File: config.mk
export PLATFORM = sky130hd
export DESIGN_NAME = kd_half_butterfly_flat
export DESIGN_NICKNAME = d
export VERILOG_FILES = /design/src/rtl/kd_half_butterfly_pkg.sv /design/src/rtl/kd_half_butterfly_if.sv /design/src/rtl/kd_half_butterfly_mod_half.sv /design/src/rtl/kd_half_butterfly.sv /design/src/flat_wrapper.sv
export SDC_FILE = /design/constraint.sdc
export NUM_CORES = 1
export LEC_CHECK = 0
export CORE_UTILIZATION = 55
export CTS_BUF_LIST = sky130_fd_sc_hd__clkbuf_8
export DETAILED_ROUTE_END_ITERATION = 6
export GPL_ROUTABILITY_DRIVEN = 0
export PLACE_DENSITY_LB_ADDON = 0.2
export SLEW_MARGIN = 20
export SYNTH_ARGS = -nofsm -noshare
export SYNTH_HDL_FRONTEND = slang
export SYNTH_SLANG_ARGS = --single-unit
File: constraint.sdc
create_clock -name clk -period 14.6 [get_ports clk]
set_input_delay 4.38 -clock clk [delete_from_list [all_inputs] [get_ports clk]]
set_output_delay 4.38 -clock clk [all_outputs]
set_load 0.005 [all_outputs]
File: src/rtl/kd_half_butterfly_pkg.sv
// ============================================================================
// Module      : kd_pkg
// Description : Shared moduli, lane widths and mode encoding for the
//               Kyber/Dilithium inverse-butterfly datapath.
// Revision    : 1.0 - initial release
// ============================================================================
`default_nettype none

package kd_pkg;

    localparam int K_W = 12;
    localparam int D_W = 24;

    localparam logic [K_W-1:0] KQ = 12'd3329;
    localparam logic [D_W-1:0] DQ = 24'd8380417;

    typedef enum logic {
        MODE_KYBER = 1'b0,
        MODE_DIL   = 1'b1
    } kd_mode_e;

endpackage

`default_nettype wire

File: src/rtl/kd_half_butterfly_if.sv
// ============================================================================
// Module      : kd_half_butterfly_if
// Description : Operand/result valid-ready bundle of the half-butterfly unit.
// Revision    : 1.0 - initial release
// ============================================================================
`default_nettype none

interface kd_half_butterfly_if;

    logic                    KD_mode;
    logic                    in_valid;
    logic                    in_ready;
    logic [kd_pkg::D_W-1:0]  a_in;
    logic [kd_pkg::D_W-1:0]  b_in;
    logic                    out_valid;
    logic                    out_ready;
    logic [kd_pkg::D_W-1:0]  sum_out;
    logic [kd_pkg::D_W-1:0]  diff_out;

    modport master (
        output KD_mode, in_valid, a_in, b_in, out_ready,
        input  in_ready, out_valid, sum_out, diff_out
    );

    modport slave (
        input  KD_mode, in_valid, a_in, b_in, out_ready,
        output in_ready, out_valid, sum_out, diff_out
    );

endinterface

`default_nettype wire

File: src/rtl/kd_half_butterfly_mod_half.sv
// ============================================================================
// Module      : kd_mod_half
// Description : Combinational modular halving: x/2 mod Q for odd Q, x < Q.
// Revision    : 1.0 - initial release
// ============================================================================
`default_nettype none

module kd_mod_half #(
    parameter int           W = 12,
    parameter logic [W-1:0] Q = '0
) (
    input  logic [W-1:0] x,
    output logic [W-1:0] y
);

    // Odd values borrow one modulus; the add is one bit wider so it cannot wrap.
    assign y = x[0] ? W'(({1'b0, x} + {1'b0, Q}) >> 1) : (x >> 1);

endmodule

`default_nettype wire

File: src/rtl/kd_half_butterfly.sv
// ============================================================================
// Module      : kd_half_butterfly
// Description : Two-stage modular add/sub-and-halve for Kyber (2x12b lanes)
//               or Dilithium (1x24b lane). Halving enabled by KD_HALVE_EN.
// Revision    : 1.0 - initial release
// ============================================================================
`default_nettype none

module kd_half_butterfly
    import kd_pkg::*;
(
    input  logic                clk,
    input  logic                rst,
    kd_half_butterfly_if.slave  bus
);

    function automatic logic [K_W-1:0] k_add(input logic [K_W-1:0] a, input logic [K_W-1:0] b);
        logic [K_W:0] s;
        s = {1'b0, a} + {1'b0, b};
        return (s[K_W] || (s[K_W-1:0] >= KQ)) ? (s[K_W-1:0] - KQ) : s[K_W-1:0];
    endfunction

    function automatic logic [K_W-1:0] k_sub(input logic [K_W-1:0] a, input logic [K_W-1:0] b);
        logic [K_W:0] d;
        d = {1'b0, a} - {1'b0, b};
        return d[K_W] ? (d[K_W-1:0] + KQ) : d[K_W-1:0];
    endfunction

    function automatic logic [D_W-1:0] d_add(input logic [D_W-1:0] a, input logic [D_W-1:0] b);
        logic [D_W:0] s;
        s = {1'b0, a} + {1'b0, b};
        return (s[D_W] || (s[D_W-1:0] >= DQ)) ? (s[D_W-1:0] - DQ) : s[D_W-1:0];
    endfunction

    function automatic logic [D_W-1:0] d_sub(input logic [D_W-1:0] a, input logic [D_W-1:0] b);
        logic [D_W:0] d;
        d = {1'b0, a} - {1'b0, b};
        return d[D_W] ? (d[D_W-1:0] + DQ) : d[D_W-1:0];
    endfunction

    logic             w_en1;
    logic             w_en2;
    logic [D_W-1:0]   w_s1_sum;
    logic [D_W-1:0]   w_s1_diff;
    logic [D_W-1:0]   w_s2_sum;
    logic [D_W-1:0]   w_s2_diff;

    logic             r_v1;
    logic             r_v2;
    logic [D_W-1:0]   r_s1_sum;
    logic [D_W-1:0]   r_s1_diff;
    logic [D_W-1:0]   r_sum;
    logic [D_W-1:0]   r_diff;

    assign w_en2        = ~r_v2 | bus.out_ready;
    assign w_en1        = ~r_v1 | w_en2;
    assign bus.in_ready = w_en1;

    // Kyber lanes are reduced independently; no carry crosses bit 11/12.
    always_comb begin
        w_s1_sum  = '0;
        w_s1_diff = '0;
        if (bus.KD_mode == MODE_DIL) begin
            w_s1_sum  = d_add(bus.a_in, bus.b_in);
            w_s1_diff = d_sub(bus.a_in, bus.b_in);
        end else begin
            w_s1_sum  = {k_add(bus.a_in[D_W-1:K_W], bus.b_in[D_W-1:K_W]),
                         k_add(bus.a_in[K_W-1:0],   bus.b_in[K_W-1:0])};
            w_s1_diff = {k_sub(bus.a_in[D_W-1:K_W], bus.b_in[D_W-1:K_W]),
                         k_sub(bus.a_in[K_W-1:0],   bus.b_in[K_W-1:0])};
        end
    end

`ifdef KD_HALVE_EN
    kd_mode_e         r_mode1;
    logic [K_W-1:0]   w_hs_h, w_hs_l, w_hd_h, w_hd_l;
    logic [D_W-1:0]   w_hs_d, w_hd_d;

    kd_mod_half #(.W(K_W), .Q(KQ)) u_half_sum_h  (.x(r_s1_sum[D_W-1:K_W]),  .y(w_hs_h));
    kd_mod_half #(.W(K_W), .Q(KQ)) u_half_sum_l  (.x(r_s1_sum[K_W-1:0]),    .y(w_hs_l));
    kd_mod_half #(.W(K_W), .Q(KQ)) u_half_diff_h (.x(r_s1_diff[D_W-1:K_W]), .y(w_hd_h));
    kd_mod_half #(.W(K_W), .Q(KQ)) u_half_diff_l (.x(r_s1_diff[K_W-1:0]),   .y(w_hd_l));
    kd_mod_half #(.W(D_W), .Q(DQ)) u_half_sum_d  (.x(r_s1_sum),             .y(w_hs_d));
    kd_mod_half #(.W(D_W), .Q(DQ)) u_half_diff_d (.x(r_s1_diff),            .y(w_hd_d));

    assign w_s2_sum  = (r_mode1 == MODE_DIL) ? w_hs_d : {w_hs_h, w_hs_l};
    assign w_s2_diff = (r_mode1 == MODE_DIL) ? w_hd_d : {w_hd_h, w_hd_l};
`else
    assign w_s2_sum  = r_s1_sum;
    assign w_s2_diff = r_s1_diff;
`endif

    always_ff @(posedge clk) begin
        if (rst) begin
            r_v1      <= 1'b0;
            r_v2      <= 1'b0;
            r_s1_sum  <= '0;
            r_s1_diff <= '0;
            r_sum     <= '0;
            r_diff    <= '0;
`ifdef KD_HALVE_EN
            r_mode1   <= MODE_KYBER;
`endif
        end else begin
            if (w_en1) begin
                r_v1 <= bus.in_valid;
                if (bus.in_valid) begin
                    r_s1_sum  <= w_s1_sum;
                    r_s1_diff <= w_s1_diff;
`ifdef KD_HALVE_EN
                    r_mode1   <= kd_mode_e'(bus.KD_mode);
`endif
                end
            end
            if (w_en2) begin
                r_v2 <= r_v1;
                if (r_v1) begin
                    r_sum  <= w_s2_sum;
                    r_diff <= w_s2_diff;
                end
            end
        end
    end

    assign bus.out_valid = r_v2;
    assign bus.sum_out   = r_sum;
    assign bus.diff_out  = r_diff;

endmodule

`default_nettype wire

File: src/flat_wrapper.sv
// flat-port wrapper written by rule: the top's interface ports become plain ports
module kd_half_butterfly_flat import kd_pkg::*;
  (clk, rst, bus_KD_mode, bus_in_valid, bus_a_in, bus_b_in, bus_out_ready, bus_in_ready, bus_out_valid, bus_sum_out, bus_diff_out);
  kd_half_butterfly_if bus_i ();
  input  logic clk;
  input  logic rst;
  input wire logic [$bits(bus_i.KD_mode)-1:0] bus_KD_mode;
  input wire logic [$bits(bus_i.in_valid)-1:0] bus_in_valid;
  input wire logic [$bits(bus_i.a_in)-1:0] bus_a_in;
  input wire logic [$bits(bus_i.b_in)-1:0] bus_b_in;
  input wire logic [$bits(bus_i.out_ready)-1:0] bus_out_ready;
  output wire logic [$bits(bus_i.in_ready)-1:0] bus_in_ready;
  output wire logic [$bits(bus_i.out_valid)-1:0] bus_out_valid;
  output wire logic [$bits(bus_i.sum_out)-1:0] bus_sum_out;
  output wire logic [$bits(bus_i.diff_out)-1:0] bus_diff_out;
  assign bus_i.KD_mode = bus_KD_mode;
  assign bus_i.in_valid = bus_in_valid;
  assign bus_i.a_in = bus_a_in;
  assign bus_i.b_in = bus_b_in;
  assign bus_i.out_ready = bus_out_ready;
  assign bus_in_ready = bus_i.in_ready;
  assign bus_out_valid = bus_i.out_valid;
  assign bus_sum_out = bus_i.sum_out;
  assign bus_diff_out = bus_i.diff_out;
  kd_half_butterfly u_core (.clk(clk), .rst(rst), .bus(bus_i));
endmodule
Yosys cells after proc, flatten, opt, wreduce, memory -nomap -nowiden
Cells that the tools add are included.

Add/subtract/negate cells: 12. $lt $le $gt $ge: 3. Muxes and demuxes: 8. Bitwise logic cells: 4. Reduce and logical (&&, ||, !) cells: 5.

Operator list (count): 24-bit 2-to-1 mux (4); 12-bit 2-to-1 mux (4); 12-bit by 12-bit adder with 13-bit output (2); 12-bit by 12-bit subtractor with 13-bit output (2); 24-bit by 24-bit adder with 25-bit output (1); 24-bit by 24-bit subtractor with 25-bit output (1); 12-bit adder (second input constant) (2); 24-bit by 23-bit adder with 24-bit output (second input constant) (1); 12-bit greater-or-equal comparator (second input constant) (2); 24-bit by 23-bit greater-or-equal comparator with 1-bit output (second input constant) (1); 12-bit subtractor (second input constant) (2); 24-bit by 23-bit subtractor with 24-bit output (second input constant) (1); 2-bit AND reduction (2); 1-bit logical OR (3); 1-bit inverter (2); 1-bit OR (2).

Flip-flop bits (word level): 98. Input bits: 53. Output and inout bits: 50. Word-level logic and storage cells: 38.

Depth between registers and ports, before layout
Gate-level depths: netlist (run 1).

Word-level depth: 5. Gate-level depth with buffers: 16. Gate-level depth less buffers: 15.

Least setup slack after synthesis (run 1)
Ideal clock, no wire load.

Path type: input to output. From: input bus_out_ready. To: output bus_in_ready. Arrival: 4702 ps. Data required time: 10220 ps. Path slack: 5518 ps. Stages: 2. Path buffers: 0. Path through: nor2b_1 nand2_1.

Cells in the longest elaborated chain, start to end: 2.

Ends and longest elaborated chain: from (decl) (RTL line flat_wrapper.sv:11) `input wire logic [$bits(bus_i.out_ready)-1:0] bus_out_ready;`; 1-bit OR (RTL line kd_half_butterfly.sv:55) `assign w_en2 = ~r_v2 | bus.out_ready;`; 1-bit OR (RTL line kd_half_butterfly.sv:56) `assign w_en1 = ~r_v1 | w_en2;`; to (decl) (RTL line flat_wrapper.sv:12) `output wire logic [$bits(bus_i.in_ready)-1:0] bus_in_ready;`.

Every way passes these cells.

Final worst setup path (run 1)
Ends and elaborated chain as after synthesis.

==> metrics.txt, run 1 <==
largest net degree at the start of global routing=81; Slew @ Worst Pin=1.06 ns; Syn. warnings=0; initial DRC count=835; Worst Path Required=10.22 ns; vias=9,127; Hold Fails Final Rpt=0; Root Buffer Master=clkbuf_8; chip width=129 microns; sequential power share=32.8%; All-Layer GR Usage=29.2%; outcome=completed; Yosys top cell by area=dfxtp_1; Area Overhead vs Synth=14.7%; Setup CP Type=input port to primary output; initial antenna violation count=0; number of synthesized register bits=98; Placed Cells=1,468; worst-case hold slack=0.456 ns; Peak VDD IR=0.0543 mV; ys flop type=dfxtp_1; Inserted Diodes=0; via/cell ratio=6.15; Power Internal=0.000567 W; CP delay by family, top=buffers and inverters; Num Clock Sinks=98; syn avg cell area=7.34 sq um; DR WL met2=10,400 microns; Final period util=69.0%; port buffer count=102; vias in the first global route=7,818; nets@finish=1,375; Sw Ratio=38.5%; Final setup viols=0; most frequent cells in the layout=nand2_1 (171), a21oi_1 (121), clkdlybuf4s50_1 (101); Pwr Density=90.6 nW/um^2; total CTS buffers=9; Crit Path Max Fanout=5; DRT Pass-1 Iters=5; CP Capture Type=primary output; HPWL Detailed=19,100 microns; mapped cell area=8880 sq um; synthesized instance count=1,209; crit path DAT=5.69 ns; global-route wire length before repair=39,100 microns; TritonCTS clock tree=done; num rows=46; Final Max Slew Viols=0; Final Skew=0.00877 ns; Net Count, Synth=1,321; Setup Buffers After CTS=0; Static Leak=3.79 nW; Initial Utilization=56.1%; Bufs and invs on worst path=2; Skew-Pair Late Insertion Delay=0.37 ns; Area contributors post-synth=dfxtp_1 (22%), ha_1 (7.8%), xnor2_1 (7.6%); share of the synthesized area in the top cell type=22.1%; final std cells w/o fill=1,484; Comb pwr share=44.3%; max cap viols=0; Die Height=129 microns; metal3 WL=1830 microns; setup TNS=0 ns; cell mode on critical path=clkdlybuf4s50_1; register area=1960 sq um; Top Layer Used=met4; slowest stage delay, CP=0.47 ns; Metal-1 WL=11,600 microns; Fillers=1,486; Ports=103; RSZ-0062 raised after global routing=false; Crit-path slowest cell=clkdlybuf4s50_1; Post-route DRC=0; layout cells sized above 1=4.97%; hold buffer count at CTS=0; CTS clk-pin slew, worst paths=0.08 ns; Hold Path Class=flop to flop; Slew HR=27.8%; final WL=24,600 microns; grt total ovfl=0; fraction of registers with async set/reset=0%; f_max=0.0993 GHz; critical path launch point type=input port; Placeable Area=15,800 sq um; EDFF count, synth=0; min cycle time layout=10.07 ns; CP Cell Sequence=clkdlybuf4s50_1 -> nor2b_1 -> nand2_1 -> clkdlybuf4s50_1; Clk pwr share=22.9%; switching power total=0.000355 W; CTS Buffer Depth=2; Util after Layout=64.3%; antenna-violating nets left=0; most common cell after layout, fill and taps aside=nand2_1; wire per inst=16.6 microns; Resized Gates After CTS=0; Synth cell types=90; die footprint=16,700 sq um; footprint of the multi-input gates=6430 sq um; register area share after synthesis=22.1%; CTS HTree Levels=3
==> synth_stat cells (all sizes together), types with 12 or more instances <==
| cell type | n |
|---|---|
| a211oi | 20 |
| a21o | 19 |
| a21oi | 122 |
| buf | 26 |
| clkbuf | 39 |
| dfxtp | 98 |
| ha | 55 |
| inv | 53 |
| nand2 | 171 |
| nand3 | 33 |
| nand4 | 23 |
| nor2 | 84 |
| nor2b | 18 |
| nor3 | 40 |
| nor4 | 21 |
| o211ai | 12 |
| o21a | 12 |
| o21ai | 54 |
| o31ai | 17 |
| or3 | 15 |
| xnor2 | 77 |
| xor2 | 22 |
==> layer usage <==
| metal | global-route usage, % | vias to the layer above |
|---|---|---|
| li1 | - | 4476 |
| met1 | 43.1 | 4191 |
| met2 | 43.8 | 411 |
| met3 | 3.18 | 49 |
| met4 | 10.2 | 0 |
| met5 | 0 | - |
==> stage by stage <==
| step | cell area [sq um] | setup WS, ns | power (W) |
|---|---|---|---|
| after CTS | 10200 | 4.51 | 0.000915 |
| after global placement | 9930 | 4.60 | 0.000698 |
| final | 10200 | 4.53 | 0.000923 |
| after global routing | 10200 | 4.43 | 0.000969 |
| after floorplan | 8880 | 5.52 | 0.000597 |
| after detailed placement | 9930 | 4.51 | 0.000705 |
==> worst min-delay path: cells and delay by family, from the launching register on <==
family,cells,cell delay [ns]
DFF,1,0.31
and+or+nand+nor,1,0.05
AOI/OAI and AO/OA,1,0.05
==> worst paths after layout <==
path                                from                endpoint  slack [ns]  cells past startpoint
setup / recovery           bus_out_ready            bus_in_ready        4.53                      4
hold / removal    u_core.bus.sum_out[17]  u_core.bus.sum_out[17]        0.46                      2
setup reg to reg    u_core.bus.out_valid     u_core.r_s1_sum[20]       12.18                      8
hold reg to reg   u_core.bus.sum_out[17]  u_core.bus.sum_out[17]        0.46                      2
==> power by group through the flow <==
| stage | Sequential (W) | Combinational, W | Clock, W |
|---|---|---|---|
| after global placement | 0.000308 | 0.000391 | 0 |
| after detailed placement | 0.000308 | 0.000396 | 0 |
| after global routing | 0.000305 | 0.000441 | 0.000223 |
| after CTS | 0.000302 | 0.000398 | 0.000214 |
| final | 0.000303 | 0.000408 | 0.000212 |
| after floorplan | 0.000305 | 0.000292 | 0 |
==> kinds of logic after synthesis <==
family | Yosys count | share of synthesized area, %
and+or+nand+nor | 464 | 25.6
AOI/OAI and AO/OA | 359 | 27.1
buffers and inverters | 120 | 5.50
xor gates and xnor gates | 99 | 9.77
DFF | 98 | 22.1
adders and majority gates | 59 | 8.65
muxes | 10 | 1.21
==> area by class of cell <==
type	instances	share of cell area, %
well taps	216	2.65
multi-input cells	991	63.2
clock inverters	6	1.11
inverters	55	2.03
repair buffers	108	10.4
flip-flops and latches	98	19.3
clock buffers	10	1.35
==> registers in the layout, summed over array words and instances (netlist names) <==
signal and cells:
u_core.r_s1_sum 24, u_core.bus.diff_out 24, u_core.r_v1 1, u_core.r_s1_diff 24, u_core.bus.out_valid 1, u_core.bus.sum_out 24
No activity file was read; power rests on OpenSTA's default activity.
==> inputs of run 2 (changes only) <==
--- a/config.mk
+++ b/config.mk
@@ -5,7 +5,7 @@
 export SDC_FILE = /design/constraint.sdc
 export NUM_CORES = 1
 export LEC_CHECK = 0
-export CORE_UTILIZATION = 55
+export CORE_UTILIZATION = 53
 export CTS_BUF_LIST = sky130_fd_sc_hd__clkbuf_8
 export DETAILED_ROUTE_END_ITERATION = 6
 export GPL_ROUTABILITY_DRIVEN = 0
==> constraint.sdc (replaced) <==
create_clock -name clk -period 8.5 [get_ports clk]
set_input_delay 2.55 -clock clk [delete_from_list [all_inputs] [get_ports clk]]
set_output_delay 2.55 -clock clk [all_outputs]
set_load 0.005 [all_outputs]
==> run 2 against run 1 <==
Net effect: power up 62%; wire length grew 1.9%; sequential cell count is the same; combinational power grew 72%; register-to-register slack got worse by 6.2 ns; clock skew up 0.0042 ns; critical path depth increased by 10; non-clock buffer count did not move; clock power up 29%; first-iteration DRC count shrank 0.96%; utilization down 1.6 points; largest power group unchanged.
==> metrics.txt, run 2 (same netlist as run 1, synthesis figures left out) <==
outcome=completed (unchanged); Skew-Pair Late Insertion Delay=0.35 ns (was 0.37 ns); Pwr Density=148 nW/um^2 (was 90.6 nW/um^2); setup TNS=0 ns (unchanged); total CTS buffers=9 (unchanged); Inserted Diodes=0 (unchanged); final WL=25,000 microns (was 24,600 microns); CP Cell Sequence=clkdlybuf4s50_1 -> inv_1 -> ha_1 -> nor2b_1 -> nor2_1 -> o32ai_1 -> o41ai_1 -> o21ai_0 -> xnor2_1 -> nor3_1 -> a31o_4 -> a21oi_1 -> or4_1 -> a32o_1 (was clkdlybuf4s50_1 -> nor2b_1 -> nand2_1 -> clkdlybuf4s50_1); DRT Pass-1 Iters=5 (unchanged); chip width=131 microns (was 129 microns); critical path launch point type=input port (unchanged); Final Max Slew Viols=0 (unchanged); Die Height=131 microns (was 129 microns); crit path DAT=7.25 ns (was 5.69 ns); most common cell after layout, fill and taps aside=nand2_1 (unchanged); Setup CP Type=input port to flop (was input port to primary output); CTS Buffer Depth=2 (unchanged); global-route wire length before repair=40,600 microns (was 39,100 microns); Num Clock Sinks=98 (unchanged); vias in the first global route=8,018 (was 7,818); Comb pwr share=46.9% (was 44.3%); sequential power share=34.7% (was 32.8%); num rows=46 (unchanged); Resized Gates After CTS=0 (unchanged); largest net degree at the start of global routing=81 (unchanged); Sw Ratio=40.4% (was 38.5%); Area Overhead vs Synth=13.9% (was 14.7%); Power Internal=0.000891 W (was 0.000567 W); CTS clk-pin slew, worst paths=0.09 ns (was 0.08 ns); Hold Path Stages=2 (unchanged); final std cells w/o fill=1,484 (unchanged); antenna-violating nets left=0 (unchanged); grt total ovfl=0 (unchanged); Peak VDD IR=0.106 mV (was 0.0543 mV); Slew HR=37.1% (was 27.8%); Crit Path Max Fanout=21 (was 5); die footprint=17,300 sq um (was 16,700 sq um); Slew @ Worst Pin=0.929 ns (was 1.06 ns); via/cell ratio=6.21 (was 6.15); port buffer count=102 (unchanged); RSZ-0062 raised after global routing=false (unchanged); Initial Utilization=55.1% (was 56.1%); Ports=103 (unchanged); min cycle time layout=6.99 ns; Placeable Area=16,100 sq um (was 15,800 sq um); TritonCTS clock tree=done (unchanged); max cap viols=0 (unchanged); layout cells sized above 1=4.81% (was 4.97%); Hold Fails Final Rpt=0 (unchanged); Hold Path Class=flop to flop (unchanged); slowest stage delay, CP=0.81 ns (was 0.47 ns); Final setup viols=0 (unchanged); switching power total=0.000605 W (was 0.000355 W); initial antenna violation count=0 (unchanged); f_max=0.143 GHz; CP Capture Type=flop (was primary output); Final period util=82.3%; wire per inst=16.9 microns (was 16.6 microns); CTS HTree Levels=3 (unchanged); overall power=0.00150 W (was 0.000923 W); Crit-path slowest cell=ha_1 (was clkdlybuf4s50_1); Clk pwr share=18.3% (was 22.9%); most frequent cells in the layout=nand2_1 (171), a21oi_1 (121), clkdlybuf4s50_1 (101) (unchanged); vias=9,216 (was 9,127); Root Buffer Master=clkbuf_8 (unchanged); hold buffer count at CTS=0 (unchanged); HPWL Detailed=19,500 microns (was 19,100 microns); Final Skew=0.0130 ns (was 0.00877 ns); Static Leak=3.76 nW (was 3.79 nW); Setup Buffers After CTS=0 (unchanged); Post-route DRC=0 (unchanged); All-Layer GR Usage=28.4% (was 29.2%); Worst Reg-to-Reg Cells=8 (unchanged); Placed Cells=1,468 (unchanged); initial DRC count=827 (was 835); Worst Path Required=8.75 ns (was 10.22 ns); nets@finish=1,375 (unchanged)
-- run 2: cell count changes in the layout (fill, tap and decap cells not counted), sizes merged --
cell      previous run  this run
clkbuf              10        11
bufinv               3         0
clkinv               4         3
inv                 54        56
clkinvlp             0         1
-- run 2: final cells by class --
class	instances	area [sq um]
flip-flops and latches	98	1960
clock inverters	5	28.8
repair buffers	108	1060
multi-input cells	991	6430
clock buffers	11	151
fillers	1505	6000
inverters	55	206
well taps	216	270
-- run 2: final timing paths --
| path | endpoint | slack, ns | start |
|---|---|---|---|
| min reg2reg | u_core.bus.sum_out[0] | 0.45 | u_core.r_s1_sum[0] |
| min | u_core.bus.sum_out[0] | 0.45 | u_core.r_s1_sum[0] |
| max | u_core.r_s1_sum[5] | 1.51 | bus_b_in[16] |
| max reg2reg | u_core.r_s1_sum[20] | 6.01 | u_core.bus.out_valid |
-- run 2: power by group through the flow --
| stage | Sequential [W] | Combinational, W | Clock [W] |
|---|---|---|---|
| detailed placement | 0.000530 | 0.000680 | 0 |
| global placement | 0.000529 | 0.000673 | 0 |
| global route | 0.000524 | 0.000760 | 0.000300 |
| CTS | 0.000519 | 0.000682 | 0.000279 |
| floorplan | 0.000525 | 0.000501 | 0 |
| finish | 0.000520 | 0.000702 | 0.000274 |
-- run 2: layer usage --
layer	track usage (%)	share of wire, %	routed length, microns	up-vias
met2	41.8	42	10600	495
met5	0	0	0	-
li1	-	-	-	4469
met3	4.05	9.4	2360	46
met1	41.7	46	11500	4206
met4	9.82	2.3	583	0
-- run 2: critical path: cells and delay by family --
kind | cells | cell delay, ns
simple gates | 4 | 1.46
compound gates | 6 | 1.64
buf+inv | 2 | 0.54
fa+ha+maj | 1 | 0.81
xor+xnor | 1 | 0.25
-- run 2: per-stage QoR --
stage                     setup slack [ns]  hold WS (ns)  cell area [sq um]  utilization (%)
final                                 1.51         0.453              10100             62.7
after global routing                  1.24         0.466              10100             62.7
after CTS                             1.72         0.455              10100             62.7
after detailed placement              1.34         0.444               9930             61.6
after global placement                1.48         0.440               9930             61.6
after floorplan                       2.38         0.425               8880                -
